<file path="config.mk">
export PLATFORM = sky130hd
export DESIGN_NAME = add_serial
export DESIGN_NICKNAME = d
export VERILOG_FILES = /design/src/rtl/arith_pkg.sv /design/src/rtl/sum_1.sv /design/src/rtl/add_serial.sv
export SDC_FILE = /design/constraint.sdc
export NUM_CORES = 1
export LEC_CHECK = 0
export ABC_AREA = 1
export CAP_MARGIN = 20
export CORE_MARGIN = 2
export CORE_UTILIZATION = 31
export DETAILED_ROUTE_END_ITERATION = 10
export GPL_ROUTABILITY_DRIVEN = 0
export PLACE_DENSITY_LB_ADDON = 0.2
export SLEW_MARGIN = 10
export SYNTH_ARGS = -nofsm -noshare
export SYNTH_HDL_FRONTEND = slang
export SYNTH_SLANG_ARGS = --single-unit
export TNS_END_PERCENT = 30
</file>
<file path="constraint.sdc">
create_clock -name clk -period 1.67 [get_ports clk]
set_input_delay 0.4175 -clock clk [delete_from_list [all_inputs] [get_ports clk]]
set_output_delay 0.4175 -clock clk [all_outputs]
set_load 0.01 [all_outputs]
</file>
<file path="src/rtl/arith_pkg.sv">
// arith_pkg: shared declarations for the Lab 2 arithmetic datapath.
//   add_serial_state_t : FSM state encoding of add_serial
//   ADD_SERIAL_N_DEF   : default operand width of add_serial
package arith_pkg;

    typedef enum logic [1:0] {
        IDLE,
        RUN,
        DONE
    } add_serial_state_t;

    localparam int unsigned ADD_SERIAL_N_DEF = 4;

endpackage

</file>
<file path="src/rtl/sum_1.sv">
// sum_1: 1-bit full adder.
// Ports:
//   a, b  : addend bits
//   cin   : carry in
//   sum   : a ^ b ^ cin
//   cout  : majority(a, b, cin)
module sum_1 (
    input  logic a,
    input  logic b,
    input  logic cin,
    output logic sum,
    output logic cout
);

    always_comb begin
        sum  = a ^ b ^ cin;
        cout = (a & b) | (a & cin) | (b & cin);
    end

endmodule

</file>
<file path="src/rtl/add_serial.sv">
// add_serial: bit-serial N-bit adder, one bit per clock, LSB first, using a
// single sum_1 full-adder cell. A start seen in IDLE captures a, b and cin;
// N RUN cycles later the result is registered and done pulses for one cycle.
// Ports:
//   clk, rst       : clock, synchronous active-high reset
//   start          : request, only sampled in IDLE
//   a, b, cin      : operands and carry-in, captured on the accepted start edge
//   busy           : high while bits are being processed
//   done           : one-cycle pulse, results valid from this cycle on
//   sum, cout      : (a + b + cin) mod 2^N and carry out of bit N-1, held until
//                    the next completion
//   ovf            : two's-complement overflow; present only when the macro
//                    ADD_SERIAL_OVF_EN is defined
module add_serial
    import arith_pkg::*;
#(
    parameter int unsigned N = ADD_SERIAL_N_DEF
) (
    input  logic         clk,
    input  logic         rst,
    input  logic         start,
    input  logic [N-1:0] a,
    input  logic [N-1:0] b,
    input  logic         cin,
    output logic         busy,
    output logic         done,
    output logic [N-1:0] sum,
    output logic         cout
`ifdef ADD_SERIAL_OVF_EN
    ,
    output logic         ovf
`endif
);

    localparam int unsigned CntW = $clog2(N);
    localparam logic [CntW-1:0] CntLast = CntW'(N - 1);

    add_serial_state_t state;
    logic [N-1:0]      a_sh;
    logic [N-1:0]      b_sh;
    // Holds the N-1 sum bits produced so far; the current full-adder bit
    // completes the word, so the final shift never needs a storage slot.
    logic [N-2:0]      acc;
    logic              c;
    logic [CntW-1:0]   cnt;
    logic              fa_s;
    logic              fa_co;
    logic [N-1:0]      acc_next;

    sum_1 u_fa (
        .a    (a_sh[0]),
        .b    (b_sh[0]),
        .cin  (c),
        .sum  (fa_s),
        .cout (fa_co)
    );

    always_comb begin
        acc_next = {fa_s, acc};
    end

    always_ff @(posedge clk) begin
        if (rst) begin
            state <= IDLE;
            busy  <= 1'b0;
            done  <= 1'b0;
            sum   <= '0;
            cout  <= 1'b0;
            a_sh  <= '0;
            b_sh  <= '0;
            acc   <= '0;
            c     <= 1'b0;
            cnt   <= '0;
`ifdef ADD_SERIAL_OVF_EN
            ovf   <= 1'b0;
`endif
        end else begin
            done <= 1'b0;
            case (state)
                IDLE: begin
                    if (start) begin
                        state <= RUN;
                        busy  <= 1'b1;
                        a_sh  <= a;
                        b_sh  <= b;
                        acc   <= '0;
                        c     <= cin;
                        cnt   <= '0;
                    end
                end
                RUN: begin
                    a_sh <= a_sh >> 1;
                    b_sh <= b_sh >> 1;
                    acc  <= acc_next[N-1:1];
                    c    <= fa_co;
                    if (cnt == CntLast) begin
                        state <= DONE;
                        busy  <= 1'b0;
                        done  <= 1'b1;
                        sum   <= acc_next;
                        cout  <= fa_co;
`ifdef ADD_SERIAL_OVF_EN
                        // c is the carry into the MSB on this last bit.
                        ovf   <= c ^ fa_co;
`endif
                        cnt   <= '0;
                    end else begin
                        cnt <= cnt + CntW'(1);
                    end
                end
                DONE: begin
                    state <= IDLE;
                end
                default: begin
                    state <= IDLE;
                end
            endcase
        end
    end

endmodule

</file>
==> metrics.md <==
| Metric | Value |
|---|---|
| Layout cells sized above 1 | `0.141` |
| Critical path class | `flip-flop to output port` |
| Final WS setup | `0.0583 ns` |
| Crit path arrival time | `1.19 ns` |
| Gr ovfl total | `0` |
| Worst Clk Skew | `0.00538 ns` |
| Worst stage delay on the critical path | `0.53 ns` |
| RR Endpoint | `sum[3]` |
| Worst IR Drop VDD | `0.000351 V` |
| Diodes inserted | `0` |
| Largest net degree at the start of global routing | `18` |
| Post-DR wirelength/cell | `11.0 um` |
| Fin nets | `164` |
| Tmin final | `1.61 ns` |
| Pwr dens | `799 mW/mm2` |
| Core area | `roughly 0.0031 mm2` |
| Worst-case reg-to-reg path depth | `6` |
| Largest cells by area after synthesis | `dfxtp_1, nand3_1, nand2_1` |
| Max H-tree Level | `1` |
| Cells after Synth | `130` |
| Pin slew with the least headroom to its limit | `0.375 ns` |
| HPWL Detailed | `1550 um` |
| CP Capture Type | `output port` |
| Sink Count | `23` |
| Min-delay src | `cout` |
| Routed via count | `866` |
| Post-route ant nets | `0` |
| Net Sw Power | `0.000280 W` |
| Vias per cell | `4.49` |
| Worst Hold End | `cout` |
| CTS tree | `yes` |
| Number of cells on the critical path | `1` |
| Clk pwr share | `0.262` |
| Drt drc | `0` |
| IO Port Bufs | `18` |
| Post-synth EDFFs | `0` |
| GR Util All Layers | `0.130` |
| Net Sw Frac | `0.274` |
| Nature of the critical path startpoint | `flip-flop` |
| Leak | `0.608 nW` |
| I/O pin total | `19` |
| Ys flop type | `dfxtp_1` |
| Synth Net Count | `roughly 140` |
| Largest delay share family, worst path | `buffers and inverters` |
| Avg Cell Area, Syn | `roughly 8 um2` |
| Area of the die | `approximately 0.0038 mm2` |
| Die H | `61.8 um` |
| Critical path fanouts, max | `2` |
| Std-Cell Rows | `20` |
| Vias in the first global route | `821` |
| Final cycle utilization of the critical path | `0.965` |
| Gate power share | `0.156` |
| Outcome | `finished clean` |
| Worst R2R Setup Slack | `0.45 ns` |
| Antenna violations before repair | `0` |
| First-pass DRT Iterations | `4` |
| # Max-Cap Violations | `0` |
| Pre-CTS setup slack | `around 0.087 ns` |
| Fraction of registers with async set/reset | `0` |
| Total wire length | `2120 um` |
| Hold path cells | `2` |
| Post-Route Setup TNS | `0 ns` |
| Clk buf depth | `2` |
| Post-synth top cells | `nand2_1, nand3_1, dfxtp_1, inv_1, nor2_1` |
| Worst skew pair latency | `about 0.32 ns` |
| Synthesis Warnings | `0` |
| WP buf/inv | `1` |
| CP cell instances | `clkdlybuf4s50_1` |
| Starting density of the core | `0.331` |
| Count of different cell masters after synthesis | `21` |
| Total CTS buffers | `3` |
| Synthesized cell area | `0.00104 mm2` |
| Area Overhead vs Synth | `23.6%` |
| Die Span X | `61.8 um` |
| Area taken by multi-input logic gates | `467 um2` |
| Postcts setup bufs | `0` |
| Fmax | `620 MHz` |
| #FFs+latches synth | `23` |
| Slew Viols, Final | `0` |
| Final hold viol count | `0` |
| WP data required | `1.25 ns` |
| Reg-to-Reg Start | `state[0]` |
| Reg power frac | `0.583` |
| Slowest-stage cell, CP | `clkdlybuf4s50_1` |
| RSZ-0062 raised after global routing | `false` |
| Initial DRC count | `46` |
| Hold Buf Count CTS | `0` |
| Post-synth top area share | `0.444` |
| Register Area | `460 um2` |
| Relative slew slack | `0.750` |
| P_int | `0.000742 W` |
| Clock transition at path regs | `0.12 ns` |
| Area leader, netlist | `dfxtp_1` |
| # setup viols final | `0` |
| Fill count | `344` |
| Clock Tree Root | `clkbuf_4` |
| Worst hold-check path type | `flip-flop to flip-flop` |
| First-pass GRT wire length | `3640 um` |
| Sequential share of the synthesized area | `0.444` |
-- cells by family (layout without fill, tap and decap cells) --
kind of cell               Yosys count  in the layout  share of synthesized area
adders and majority gates            2              2                     0.0314
AOI/OAI and AO/OA                   13             13                     0.0845
DFF                                 23             23                      0.444
buffers and inverters               22             41                      0.105
and+or+nand+nor                     70             70                      0.335
-- cell type report --
cell class / count / area share
Multi-Input combinational cell: 85 / 0.365
Timing Repair Buffer: 20 / 0.162
Inverter: 17 / 0.0499
Tap cell: 44 / 0.0430
Sequential cell: 23 / 0.360
Clock buffer: 4 / 0.0205
-- through the flow --
stage	cells	cell area, um2	hold WS [ns]	utilization	total power (W)
after floorplan	130	1040	0.438	-	0.000719
after global placement	189	1240	0.460	0.397	0.000767
after detailed placement	189	1240	0.458	0.397	0.000768
after CTS	193	1270	0.480	0.405	0.00103
after global routing	193	1280	0.515	0.409	0.00108
final	193	1280	0.478	0.409	0.00102
-- flip-flops by register name, indices dropped and copies added (netlist names) --
| name | count |
|---|---|
| a_sh | 4 |
| acc | 3 |
| b_sh | 4 |
| busy | 1 |
| c | 1 |
| cnt | 2 |
| cout | 1 |
| done | 1 |
| state | 2 |
| sum | 4 |
-- routing by layer --
metal,wire [um],part of all wire,track usage,vias to the layer above
li1,-,-,-,450
met1,991,0.47,0.169,392
met2,981,0.46,0.198,19
met3,114,0.054,0.0331,5
met4,37,0.017,0.0669,0
met5,0,0,0,-
-- how the worst max path moves through the flow --
stage	slack, ns	start	end
floorplan	0.58	c	acc[2]
global placement	0.09	start	busy
detailed placement	0.09	start	c
CTS	0.02	sum[3]	sum[3]
global route	0.002	sum[1]	sum[1]
finish	0.06	sum[1]	sum[1]
-- what timing repair did --
action                                 in CTS  in global routing
setup endpoints to repair                   0                  5
endpoints found under the hold margin       0                  0
gates resized for setup                     0                  5
-- power by group through the flow --
stage	clock network (W)	registers (W)	logic (W)
3_5_place_dp	0	0.000608	0.000160
6_report	0.000268	0.000596	0.000159
4_1_cts	0.000273	0.000596	0.000162
3_3_place_gp	0	0.000609	0.000159
5_1_grt	0.000304	0.000600	0.000179
2_1_floorplan	0	0.000605	0.000115
-- cells in the final DEF (no fill, tap or decap) --
cell type,netlist,final
nand3_1,24,24
nand2_1,24,24
dfxtp_1,23,23
inv_1,13,13
clkdlybuf4s50_1,0,13
nor2_1,10,10
a21oi_2,6,6
a21oi_1,5,5
dlymetal6s2s_1,0,5
inv_2,4,4
nand2_4,3,3
nor3_1,3,3
clkbuf_4,0,3
nor2_4,2,2
nand3b_1,2,2
buf_4,1,2
nand2_2,1,1
o21ai_1,1,1
o21ai_0,1,1
or2_1,1,1
fa_1,1,1
ha_1,1,1
clkbuf_1,1,1
No activity file was read; power rests on OpenSTA's default activity.
